$ cat config.mk
export PLATFORM = sky130hd
export DESIGN_NAME = sram_port_arbiter
export DESIGN_NICKNAME = d
export VERILOG_FILES = /design/src/rtl/sram_port_arbiter.sv
export SDC_FILE = /design/constraint.sdc
export NUM_CORES = 1
export LEC_CHECK = 0
export ABC_AREA = 1
export BUFFER_PORTS_ARGS = -buffer_cell sky130_fd_sc_hd__buf_2
export CAP_MARGIN = 30
export CELL_PAD_IN_SITES_DETAIL_PLACEMENT = 1
export CELL_PAD_IN_SITES_GLOBAL_PLACEMENT = 1
export CORE_MARGIN = 4
export CORE_UTILIZATION = 37
export CTS_BUF_LIST = sky130_fd_sc_hd__clkbuf_8
export DETAILED_ROUTE_END_ITERATION = 12
export HOLD_SLACK_MARGIN = 0.1
export PLACE_DENSITY = 0.95
export SLEW_MARGIN = 40
export SYNTH_ARGS = -nofsm -noshare
export SYNTH_HDL_FRONTEND = slang
export SYNTH_SLANG_ARGS = --single-unit
$ cat constraint.sdc
create_clock -name clk -period 10.3 [get_ports clk]
set_input_delay 0 -clock clk [delete_from_list [all_inputs] [get_ports clk]]
set_output_delay 0 -clock clk [all_outputs]
set_load 0.05 [all_outputs]
$ cat src/rtl/sram_port_arbiter.sv
`default_nettype none
// ============================================================================
// Module   : sram_port_arbiter
// Purpose  : Shares one SRAM controller between two requesters.
//            - Port 0 is the MEM-stage data port.
//            - Port 1 is a secondary master (fetch or debug loader).
//            One transaction is held in flight at a time. The block drives
//            the controller's R/W enables, address and write data, then waits
//            for the controller's ready. When the access finishes it returns
//            a registered read result and a one-cycle completion ready, both
//            to the granted port only.
// Ports    : clk, rst (asynchronous, active-high)
//            pX_r_en/pX_w_en/pX_addr/pX_wdata -> requester X command (held
//                                                until pX_ready)
//            pX_ready/pX_rdata                <- requester X completion/data
//            sram_r_en/w_en/addr/wdata        -> SRAM controller command
//            sram_ready/sram_rdata            <- SRAM controller response
//            busy, grant_id, timeout_err      -> status
// Config   : ARB_FIXED_PRIO_EN defined -> port 0 always wins ties
//            (default: round-robin tie-break).
// Revision : 1.0  initial release
// ============================================================================
module sram_port_arbiter #(
  parameter int ADDR_W      = 32,
  parameter int WDATA_W     = 32,
  parameter int RDATA_W     = 64,
  parameter int TIMEOUT_CYC = 15
) (
  input  logic               clk,
  input  logic               rst,
  input  logic               p0_r_en,
  input  logic               p0_w_en,
  input  logic [ADDR_W-1:0]  p0_addr,
  input  logic [WDATA_W-1:0] p0_wdata,
  output logic               p0_ready,
  output logic [RDATA_W-1:0] p0_rdata,
  input  logic               p1_r_en,
  input  logic               p1_w_en,
  input  logic [ADDR_W-1:0]  p1_addr,
  input  logic [WDATA_W-1:0] p1_wdata,
  output logic               p1_ready,
  output logic [RDATA_W-1:0] p1_rdata,
  output logic               sram_r_en,
  output logic               sram_w_en,
  output logic [ADDR_W-1:0]  sram_addr,
  output logic [WDATA_W-1:0] sram_wdata,
  input  logic               sram_ready,
  input  logic [RDATA_W-1:0] sram_rdata,
  output logic               busy,
  output logic               grant_id,
  output logic               timeout_err
);

  localparam int TMO_W = $clog2(TIMEOUT_CYC + 1);
  localparam logic [TMO_W-1:0] TMO_LAST = TMO_W'(TIMEOUT_CYC - 1);

  localparam logic [1:0] S_IDLE  = 2'd0;
  localparam logic [1:0] S_ISSUE = 2'd1;
  localparam logic [1:0] S_DONE  = 2'd2;

  logic [1:0]         state_q, state_d;
  logic               op_wr_q, op_wr_d;
  logic [ADDR_W-1:0]  addr_q, addr_d;
  logic [WDATA_W-1:0] wdata_q, wdata_d;
  logic               grant_q, grant_d;
  logic               rr_last_q, rr_last_d;
  logic [TMO_W-1:0]   tmo_q, tmo_d;
  logic               terr_q, terr_d;
  logic [RDATA_W-1:0] rd0_q, rd0_d;
  logic [RDATA_W-1:0] rd1_q, rd1_d;

  logic req0, req1;
  logic winner;

  assign req0 = p0_r_en | p0_w_en;
  assign req1 = p1_r_en | p1_w_en;

  // Winner is only meaningful when at least one request is present.
  always_comb begin
    winner = 1'b0;
`ifdef ARB_FIXED_PRIO_EN
    winner = ~req0;
`else
    // On a tie, the port that did not own the last transaction wins.
    winner = (req0 & req1) ? ~rr_last_q : req1;
`endif
  end

  always_comb begin
    state_d   = state_q;
    op_wr_d   = op_wr_q;
    addr_d    = addr_q;
    wdata_d   = wdata_q;
    grant_d   = grant_q;
    rr_last_d = rr_last_q;
    tmo_d     = tmo_q;
    terr_d    = terr_q;
    rd0_d     = rd0_q;
    rd1_d     = rd1_q;
    case (state_q)
      S_IDLE: begin
        if (req0 | req1) begin
          // If r_en and w_en are both high, the access is a write.
          op_wr_d = winner ? p1_w_en  : p0_w_en;
          addr_d  = winner ? p1_addr  : p0_addr;
          wdata_d = winner ? p1_wdata : p0_wdata;
          grant_d = winner;
          tmo_d   = '0;
          state_d = S_ISSUE;
        end
      end
      S_ISSUE: begin
        if (sram_ready) begin
          if (!op_wr_q) begin
            if (grant_q) rd1_d = sram_rdata;
            else         rd0_d = sram_rdata;
          end
          state_d = S_DONE;
        end else if (tmo_q == TMO_LAST) begin
          terr_d  = 1'b1;
          state_d = S_DONE;
        end else begin
          tmo_d = tmo_q + TMO_W'(1);
        end
      end
      S_DONE: begin
        // The enables are low for this cycle, so the controller's own counter can clear.
        rr_last_d = grant_q;
        state_d   = S_IDLE;
      end
      default: state_d = S_IDLE;
    endcase
  end

  always_ff @(posedge clk or posedge rst) begin
    if (rst) begin
      state_q   <= S_IDLE;
      op_wr_q   <= 1'b0;
      addr_q    <= '0;
      wdata_q   <= '0;
      grant_q   <= 1'b0;
      rr_last_q <= 1'b1;
      tmo_q     <= '0;
      terr_q    <= 1'b0;
      rd0_q     <= '0;
      rd1_q     <= '0;
    end else begin
      state_q   <= state_d;
      op_wr_q   <= op_wr_d;
      addr_q    <= addr_d;
      wdata_q   <= wdata_d;
      grant_q   <= grant_d;
      rr_last_q <= rr_last_d;
      tmo_q     <= tmo_d;
      terr_q    <= terr_d;
      rd0_q     <= rd0_d;
      rd1_q     <= rd1_d;
    end
  end

  // The enables are decoded from the state register. This drops them as
  // soon as the asynchronous reset arrives.
  assign sram_r_en   = (state_q == S_ISSUE) & ~op_wr_q;
  assign sram_w_en   = (state_q == S_ISSUE) &  op_wr_q;
  assign sram_addr   = addr_q;
  assign sram_wdata  = wdata_q;

  // A port with no request is never stalled.
  assign p0_ready    = ~req0 | ((state_q == S_DONE) & ~grant_q);
  assign p1_ready    = ~req1 | ((state_q == S_DONE) &  grant_q);
  assign p0_rdata    = rd0_q;
  assign p1_rdata    = rd1_q;

  assign busy        = (state_q != S_IDLE);
  assign grant_id    = grant_q;
  assign timeout_err = terr_q;

endmodule
`default_nettype wire

### Word level (Yosys, flattened, before mapping)

Cells that the tools add are included.
W data, S select, Z words.

| storage, ports and cells | value |
|---|---|
| register bits after elaboration | 202 |
| input bits | 199 |
| logic and storage cells | 55 |

| cells by class | value |
|---|---|
| add/subtract/negate cells | 1 |
| equal/unequal tests | 7 |
| mux-type cells | 12 |
| bitwise operators | 16 |
| reductions and logical operators | 9 |

Operators by type and width:

| kind | number |
|---|---|
| $mux W32 | 2 |
| $mux W4 | 3 |
| $reduce_and A4 Y1 | 3 |
| $pmux W4 S2 | 1 |
| $mux W2 | 3 |
| $ne A2 B2 Y1 const B | 3 |
| $not A1 Y1 | 6 |
| $and A1 B1 Y1 | 5 |
| $or A1 B1 Y1 | 5 |
| $add A4 B1 Y4 const B | 1 |
| $eq A4 B4 Y1 const B | 1 |
| $pmux W2 S2 | 1 |
| $reduce_and A2 Y1 | 2 |
| $reduce_bool A2 Y1 | 2 |
| $ne A3 B3 Y1 const B | 1 |
| $reduce_and A3 Y1 | 1 |
| $eq A2 B1 Y1 const B | 1 |
| $eq A2 B2 Y1 const B | 1 |
| $logic_not A2 Y1 | 1 |
| $mux W1 | 2 |

### Logic depth before layout (Yosys ltp)

Gate-level depths: netlist of run 1.

| logic depth | value |
|---|---|
| depth after elaboration | 4 |
| mapped depth | 9 |

### Least setup slack after synthesis of run 1

No wires, ideal clock.

| timing | value |
|---|---|
| kind | register -> output |
| from | register grant_q (netlist: grant_id) |
| to | output port p0_ready |
| data arrival time | 1.879 ns |
| setup slack | 8.421 ns |
| stages on the path, launching flop included | 2 |
| path buffers | 0 |
| cells stage by stage | dfrtp_1 -> o31ai_1 |

| between the ends | value |
|---|---|
| longest elaborated chain between the ends | 3 |

Ends and longest elaborated chain:

| what | RTL line | text |
|---|---|---|
| from (decl) | 65 | `logic grant_q, grant_d;` |
| from (signal assigned) | 152 | `grant_q <= grant_d;` |
| $not A1 Y1 (no source line) | n/a |  |
| $and A1 B1 Y1 | 169 | `assign p0_ready = ~req0 \| ((state_q == S_DONE) & ~grant_q);` |
| $or A1 B1 Y1 | 169 |  |
| to (decl) | 35 | `output logic p0_ready,` |

No other way between the ends.

### Worst setup path in the final report of run 1

| timing | value |
|---|---|
| from | register state_q[0] |
| to | register wdata_q[23] (netlist: sram_wdata[23]) |

| between the ends | value |
|---|---|
| longest elaborated chain between the ends | 2 |

Ends and longest elaborated chain:

| what | RTL line | text |
|---|---|---|
| from (decl) | 61 | `logic [1:0] state_q, state_d;` |
| from (signal assigned) | 148 | `state_q <= state_d;` |
| $logic_not A2 Y1 | 100 | `case (state_q)` |
| $reduce_and A2 Y1 (no source line) | n/a |  |
| to (signal assigned) | 151 | `wdata_q <= wdata_d;` |
| to (decl) | 64 | `logic [WDATA_W-1:0] wdata_q, wdata_d;` |

No other way between the ends.
A chain may end at the register's enable or synchronous reset.

==> metrics.csv, run 1 <==
stage,metric,value,unit
logic_synthesis,synth_top_area_frac,0.561,
power_and_ir_drop,irDropWorstVdd,0.189,mV
cells_and_area,final_nets,1880,
setup_path,path_cells,nor2_1 -> nand2_2 -> inv_2 -> buf_4 -> nand3_1 -> dlygate4sd3_1 -> nand2_1,
floorplan,die-area,26800,µm²
global_routing,grt_max_degree,125,
timing,fin_crit_sh,0.243,
place,numPortBuffers,397,
setup_path,end_kind,flop,
status,status,"complete, no violations",
place,dp_cells,1761,
setup_path,crit_type,reg -> reg,
detailed_routing,first_iter_violations,798,
cells_and_area,final_common_cell,buf_2,
setup_path,critPathMaxFanout,65,
setup_path,worst_setup_path_start_kind,flop,
setup_path,cp_top_family,buffers and inverters,
detailed_routing,final_antenna_net_count,0,
clock_tree,cts.path.max_buffers,3,
clock_tree,root_buffer,clkbuf_8,
clock_tree,htreeDepth,2,
timing,relSlewSlack,0.447,
detailed_routing,drt_drc_violations_left,0,
min_path,hp-class,in -> async,
clock_tree,path_clk_slew,70,ps
power_and_ir_drop,clockPowerShare,0.151,
logic_synthesis,synth_nets,1301,
detailed_routing,drt-total-wl,44500,µm
clock_tree,clock_sinks,202,
cells_and_area,fin_cells,2027,
power_and_ir_drop,power_density,370,nW/µm²
logic_synthesis,synth_area,8970,µm²
floorplan,die_y,164,µm
logic_synthesis,yosysSeqAreaShare,0.564,
detailed_routing,viasPerCell,5.13,
clock_tree,numCtsBuffers,36,
logic_synthesis,ys_warn_count,0,
timing,finalCriticalPeriod,2500,ps
setup_path,crit_path_top_delay_cell,dlygate4sd3_1,
floorplan,core,23700,µm²
floorplan,fp-row-count,56,
place,routabilityCongestion,0.796,
global_routing,gr-usage-all-layers,0.326,
global_routing,grt_pass1_wl,67900,µm
floorplan,ios,398,
power_and_ir_drop,p_sw,0.00284,W
logic_synthesis,syn_inst,1100,
logic_synthesis,yosys-top-cells-area,"dfrtp_1, nand2_1, inv_1",
setup_path,arrival,2940,ps
clock_tree,clock_latency,520,ps
power_and_ir_drop,p_int,0.00227,W
cells_and_area,final_cell_mix,"buf_2, nand2_1, inv_1",
timing,setup_viol,0,
logic_synthesis,synth_seq_cells,202,
timing,fmax,400,MHz
detailed_routing,vias,10400,
cells_and_area,syn_to_final_growth,54.0,%
setup_path,cpPeakStageDelay,650,ps
global_routing,grt_pass1_vias,11723,
floorplan,initial_core_util,0.379,
power_and_ir_drop,power_leakage,7.90,nW
power_and_ir_drop,comb_power_share,0.565,
clock_tree,tritoncts,yes,
detailed_routing,wire_per_inst,22.0,µm
place,dp_hpwl,23100,µm
setup_path,path_buf_inv,3,
logic_synthesis,synth_top_area_cell,dfrtp_1,
global_routing,overflow,0,
setup_path,required,10740,ps
power_and_ir_drop,swShare,0.556,
detailed_routing,drtPass1Iterations,5,
timing,drv_slew,0,
floorplan,die_w,164,µm
cells_and_area,drive_gt1_frac,0.276,
flow_run,maxCapViolCount,0,
timing,finalHoldViolCount,0,
power_and_ir_drop,sequentialPowerShare,0.283,
global_routing,antenna_found_initial,7,
logic_synthesis,synth_cell_types,23,
timing,finClkSkew,24.9,ps
timing,rsz0062_at_grt,false,
logic_synthesis,synth.avg_cell_area,8.15,µm²
timing,setup_tns,0,ps
timing,worst_pin_slew,830,ps
clock_tree,cts_setup_buffers,0,
-- what timing repair did --
action	4_1_cts	5_1_grt
hold endpoints to repair	323	0
hold buffers	198	0
endpoints found under the setup margin	0	0
gates resized for setup	0	0
-- kinds of logic (layout without fill, tap and decap cells) --
group | after synthesis | in the layout | share of synthesized area
AND/OR/NAND/NOR | 493 | 493 | 0.227
buffers and inverters | 267 | 868 | 0.128
flip-flops | 202 | 202 | 0.564
AO/OA/AOI/OAI | 135 | 135 | 0.0776
adder cells (fa/ha/maj) | 2 | 2 | 0.00279
XOR/XNOR | 1 | 1 | 0.000977
other | 0 | 7 | 0
-- synth_stat cells --
cell / count
a21oi_1: 3
buf_1: 1
buf_2: 30
buf_4: 2
buf_6: 13
clkbuf_1: 17
dfrtp_1: 201
dfstp_2: 1
ha_1: 2
inv_1: 202
inv_2: 2
nand2_1: 340
nand2_2: 1
nand3_1: 139
nand4_1: 1
nor2_1: 11
nor2_4: 1
o21ai_0: 1
o21ai_1: 125
o21ai_2: 4
o21bai_1: 1
o31ai_1: 1
xnor2_1: 1
-- worst reg2reg max path, stage by stage, from the launching register on --
cell and delay, ps:
dfrtp_1 430, nor2_1 300, nand2_2 110, inv_2 50
buf_4 590, nand3_1 230, dlygate4sd3_1 650, nand2_1 90
-- final timing paths --
| kind | startpoint | endpoint | slack [ps] | depth (start not counted) |
|---|---|---|---|---|
| worst max-delay path | state_q[0] | sram_wdata[23] | 7800 | 7 |
| worst min-delay path | rst | sram_addr[31] | 100 | 3 |
| worst max register to register | state_q[0] | sram_wdata[23] | 7800 | 7 |
| worst min register to register | timeout_err | timeout_err | 470 | 1 |
| max in group asynchronous | rst | sram_addr[3] | 9100 | 5 |
| min in group clk | sram_rdata[0] | p1_rdata[0] | 310 | 4 |
-- final cells by class --
class,count,area (µm²)
Timing Repair Buffer,604,4060
Sequential cell,202,5060
Clock buffer,41,564
Tap cell,319,399
Inverter,204,778
Multi-Input combinational cell,631,2790
Antenna cell,7,17.5
Fill cell,2878,9870
Clock inverter,19,136
-- per-layer routing --
layer / routed length, µm / share of wire / global-route usage
met1: 15200 / 0.34 / 0.345
met2: 22700 / 0.51 / 0.582
met3: 4340 / 0.098 / 0.107
met4: 2280 / 0.051 / 0.157
met5: 26 / 0.00058 / 0
-- power groups by stage --
stage / Clock (W) / Sequential (W) / Combinational (W)
3_5_place_dp: 0 / 0.00139 / 0.00256
5_1_grt: 0.000823 / 0.00147 / 0.00304
6_report: 0.000773 / 0.00144 / 0.00289
4_1_cts: 0.000772 / 0.00139 / 0.00277
3_3_place_gp: 0 / 0.00137 / 0.00248
2_1_floorplan: 0 / 0.00258 / 0.000688
-- registers in the layout, indices dropped and copies added (netlist names) --
| register | cells |
|---|---|
| p0_rdata | 64 |
| state_q | 2 |
| timeout_err | 1 |
| tmo_q | 4 |
| p1_rdata | 64 |
| sram_wdata | 32 |
| sram_addr | 32 |
| grant_id | 1 |
| rr_last_q | 1 |
| op_wr_q | 1 |
-- metrics by stage --
| step | hold WS, ps | cell area (µm²) | setup WS, ps | util | power (W) |
|---|---|---|---|---|---|
| final | 95.9 | 13800 | 7800 | 0.583 | 0.00510 |
| after global routing | 182 | 13800 | 7610 | 0.583 | 0.00533 |
| after CTS | 213 | 13800 | 7880 | 0.581 | 0.00493 |
| after detailed placement | 233 | 11100 | 7940 | 0.468 | 0.00395 |
| after global placement | 225 | 11100 | 8110 | 0.467 | 0.00385 |
| after floorplan | 144 | 8970 | 4790 | - | 0.00327 |
Note: power is estimated with default switching activity, not from simulation.
==> run 2: changes to the inputs <==
--- a/config.mk
+++ b/config.mk
@@ -11,11 +11,11 @@
 export CELL_PAD_IN_SITES_DETAIL_PLACEMENT = 1
 export CELL_PAD_IN_SITES_GLOBAL_PLACEMENT = 1
 export CORE_MARGIN = 4
-export CORE_UTILIZATION = 37
+export CORE_UTILIZATION = 34
 export CTS_BUF_LIST = sky130_fd_sc_hd__clkbuf_8
 export DETAILED_ROUTE_END_ITERATION = 12
 export HOLD_SLACK_MARGIN = 0.1
-export PLACE_DENSITY = 0.95
+export PLACE_DENSITY = 0.89
 export SLEW_MARGIN = 40
 export SYNTH_ARGS = -nofsm -noshare
 export SYNTH_HDL_FRONTEND = slang
==> constraint.sdc (replaced) <==
create_clock -name clk -period 2.3 [get_ports clk]
set_input_delay 0 -clock clk [delete_from_list [all_inputs] [get_ports clk]]
set_output_delay 0 -clock clk [all_outputs]
set_load 0.05 [all_outputs]
==> run 2 against run 1 <==
  * Clock power grew to 4.6 times the previous value
  * Global-route usage decreased by 1.9 points
  * Setup slack worse by 7700 ps
  * Worst hold slack improved by 200 ps
  * Sequential power increased to 4.5 times the previous value
  * Non-clock buffer count increased by 11
  * Wire length rose by 2.0%
  * Design area is 1.6% higher
  * Combinational power rose to 4.6 times the previous value
  * Largest cell class unchanged
==> metrics.csv, run 2 (synthesized netlist as in run 1, its figures left out) <==
stage,metric,value,unit,change
detailed_routing,drt-total-wl,45400,µm,+2.0%
setup_path,cpPeakStageDelay,630,ps,-20 ps
timing,worst_pin_slew,770,ps,-59.6 ps
floorplan,die-area,29000,µm²,+8.4%
global_routing,grt_max_degree,129,,+3.2%
cells_and_area,drive_gt1_frac,0.282,,+0.00525
clock_tree,cts_setup_buffers,0,,unchanged
setup_path,worst_setup_path_start_kind,flop,,
timing,rsz0062_at_grt,false,,
global_routing,grt.busiest_layer,met2,,
clock_tree,clock_sinks,202,,unchanged
power_and_ir_drop,power_density,1650,nW/µm²,+350%
floorplan,die_w,170,µm,+4.1%
setup_path,worst-r2r-setup-slack,120,ps,-7680 ps
power_and_ir_drop,p_sw,0.0129,W,+350%
detailed_routing,final_antenna_net_count,0,,unchanged
flow_run,maxCapViolCount,0,,unchanged
min_path,holdPathEnd,p0_rdata[9],,
setup_path,arrival,2640,ps,-300 ps
power_and_ir_drop,comb_power_share,0.568,,+0.003
setup_path,required,2750,ps,-7990 ps
global_routing,grt_pass1_wl,69600,µm,+2.5%
cells_and_area,fin_cells,2058,,+1.5%
detailed_routing,viasPerCell,5.08,,-0.99%
power_and_ir_drop,swShare,0.556,,about the same
timing,fmax,458,MHz,+14%
place,dp_cells,1784,,+1.3%
timing,whs,299,ps,+203 ps
clock_tree,path_clk_slew,70,ps,about the same
global_routing,grt_pass1_vias,11952,,+2.0%
setup_path,r2r-end,sram_wdata[18],,
floorplan,core,26000,µm²,+9.7%
min_path,min_from,sram_rdata[9],,
detailed_routing,vias,10455,,+0.53%
timing,finClkSkew,25.2,ps,+0.265 ps
power_and_ir_drop,power_leakage,8.00,nW,+1.2%
timing,finalHoldViolCount,0,,unchanged
cells_and_area,fin_area,14000,µm²,+1.6%
timing,drv_slew,0,,unchanged
clock_tree,root_buffer,clkbuf_8,,
min_path,hold_depth,4,,
place,placed_cell_area,11200,µm²,+1.2%
place,dp_hpwl,23500,µm,+1.8%
floorplan,initial_core_util,0.345,,-0.0335
setup_path,crit_path_top_delay_cell,dlygate4sd3_1,,
power_and_ir_drop,sequentialPowerShare,0.279,,-0.004
global_routing,gr-usage-all-layers,0.307,,-0.0192
place,numPortBuffers,397,,unchanged
cells_and_area,final_cell_mix,"buf_2, nand2_1, inv_1",,
timing,setup_viol,0,,unchanged
status,status,"complete, no violations",,
setup_path,crit_type,reg -> reg,,
detailed_routing,wire_per_inst,22.1,µm,+0.46%
timing,fin_crit_sh,0.949,,+0.707
timing,relSlewSlack,0.487,,+0.0397
detailed_routing,drt_drc_violations_left,0,,unchanged
setup_path,critPathMaxFanout,65,,unchanged
global_routing,overflow,0,,unchanged
clock_tree,cts.path.max_buffers,3,,unchanged
global_routing,grt_use_met3,0.0913,,-0.0157
setup_path,path_cells,nor2_2 -> nand2_2 -> inv_2 -> buf_16 -> nand3_1 -> dlygate4sd3_1 -> nand2_1,,
power_and_ir_drop,clockPowerShare,0.154,,+0.003
setup_path,reg2regPathDepth,7,,unchanged
global_routing,antenna_found_initial,6,,-1
setup_path,r2r-start,state_q[0],,
cells_and_area,syn_to_final_growth,56.4,%,
place,routabilityCongestion,0.810,,+1.8%
clock_tree,tritoncts,yes,,
global_routing,use_met2,0.543,,-0.0382
cells_and_area,final_common_cell,buf_2,,
floorplan,die_y,170,µm,+4.1%
timing,finalCriticalPeriod,2180,ps,-316 ps
clock_tree,clock_latency,530,ps,about the same
floorplan,ios,398,,unchanged
detailed_routing,first_iter_violations,659,,-17%
power_and_ir_drop,irDropWorstVdd,1.12,mV,+490%
global_routing,use_met1,0.330,,-0.0152
cells_and_area,final_nets,1892,,+0.64%
floorplan,fp-row-count,59,,+5.4%
setup_path,end_kind,flop,,
min_path,hp-class,in -> reg,,
detailed_routing,drtPass1Iterations,5,,unchanged
clock_tree,numCtsBuffers,37,,+2.8%
cells_and_area,fin_util,0.540,,-0.0433
clock_tree,htreeDepth,2,,unchanged
power_and_ir_drop,finalPower,0.0232,W,+350%
power_and_ir_drop,p_int,0.0103,W,+350%
-- run 2: critical path, delay by kind of cell, from the launching register on --
family	cells	cell delay, ps
buffers and inverters	3	1020
flip-flops	1	450
AND/OR/NAND/NOR	4	620
-- run 2: final cells by class --
cell class,count,area (µm²)
repair buffers,615,4220
clock inverters,19,93.8
diodes,4,10.0
multi-input cells,631,2800
clock buffers,48,661
fillers,3152,12000
flip-flops and latches,202,5060
well taps,335,419
inverters,204,769
-- run 2: what timing repair did --
item	in CTS	in global routing
endpoints found under the hold margin	402	0
gates resized for setup	0	4
setup endpoints to repair	0	13
hold buffers	203	0
-- run 2: power groups by stage --
| stage | Combinational [W] | Sequential, W | Clock (W) |
|---|---|---|---|
| final | 0.0132 | 0.00646 | 0.00356 |
| after global routing | 0.0138 | 0.00658 | 0.00380 |
| after global placement | 0.0112 | 0.00612 | 0 |
| after floorplan | 0.00308 | 0.0115 | 0 |
| after detailed placement | 0.0116 | 0.00622 | 0 |
| after CTS | 0.0125 | 0.00623 | 0.00357 |
-- run 2: worst max path at each step --
stage,start,slack [ps],endpoint
global placement,state_q[1],630,p0_rdata[12]
global route,state_q[0],10,sram_wdata[18]
finish,state_q[0],120,sram_wdata[18]
floorplan,rst,-320,grant_id
CTS,rr_last_q,180,sram_wdata[12]
detailed placement,state_q[1],520,p0_rdata[17]
-- run 2: stage by stage --
| step | TNS, ps | setup WS (ps) |
|---|---|---|
| CTS | 0 | 180 |
| floorplan | -63410 | -315 |
| global route | 0 | 11.6 |
| global placement | 0 | 632 |
| finish | 0 | 117 |
| detailed placement | 0 | 523 |
-- run 2: layer usage --
| layer | wire length, µm | up-vias |
|---|---|---|
| met3 | 4210 | 175 |
| met5 | 34 | - |
| met4 | 2530 | 4 |
| met2 | 22700 | 598 |
| li1 | - | 4548 |
| met1 | 16000 | 5130 |
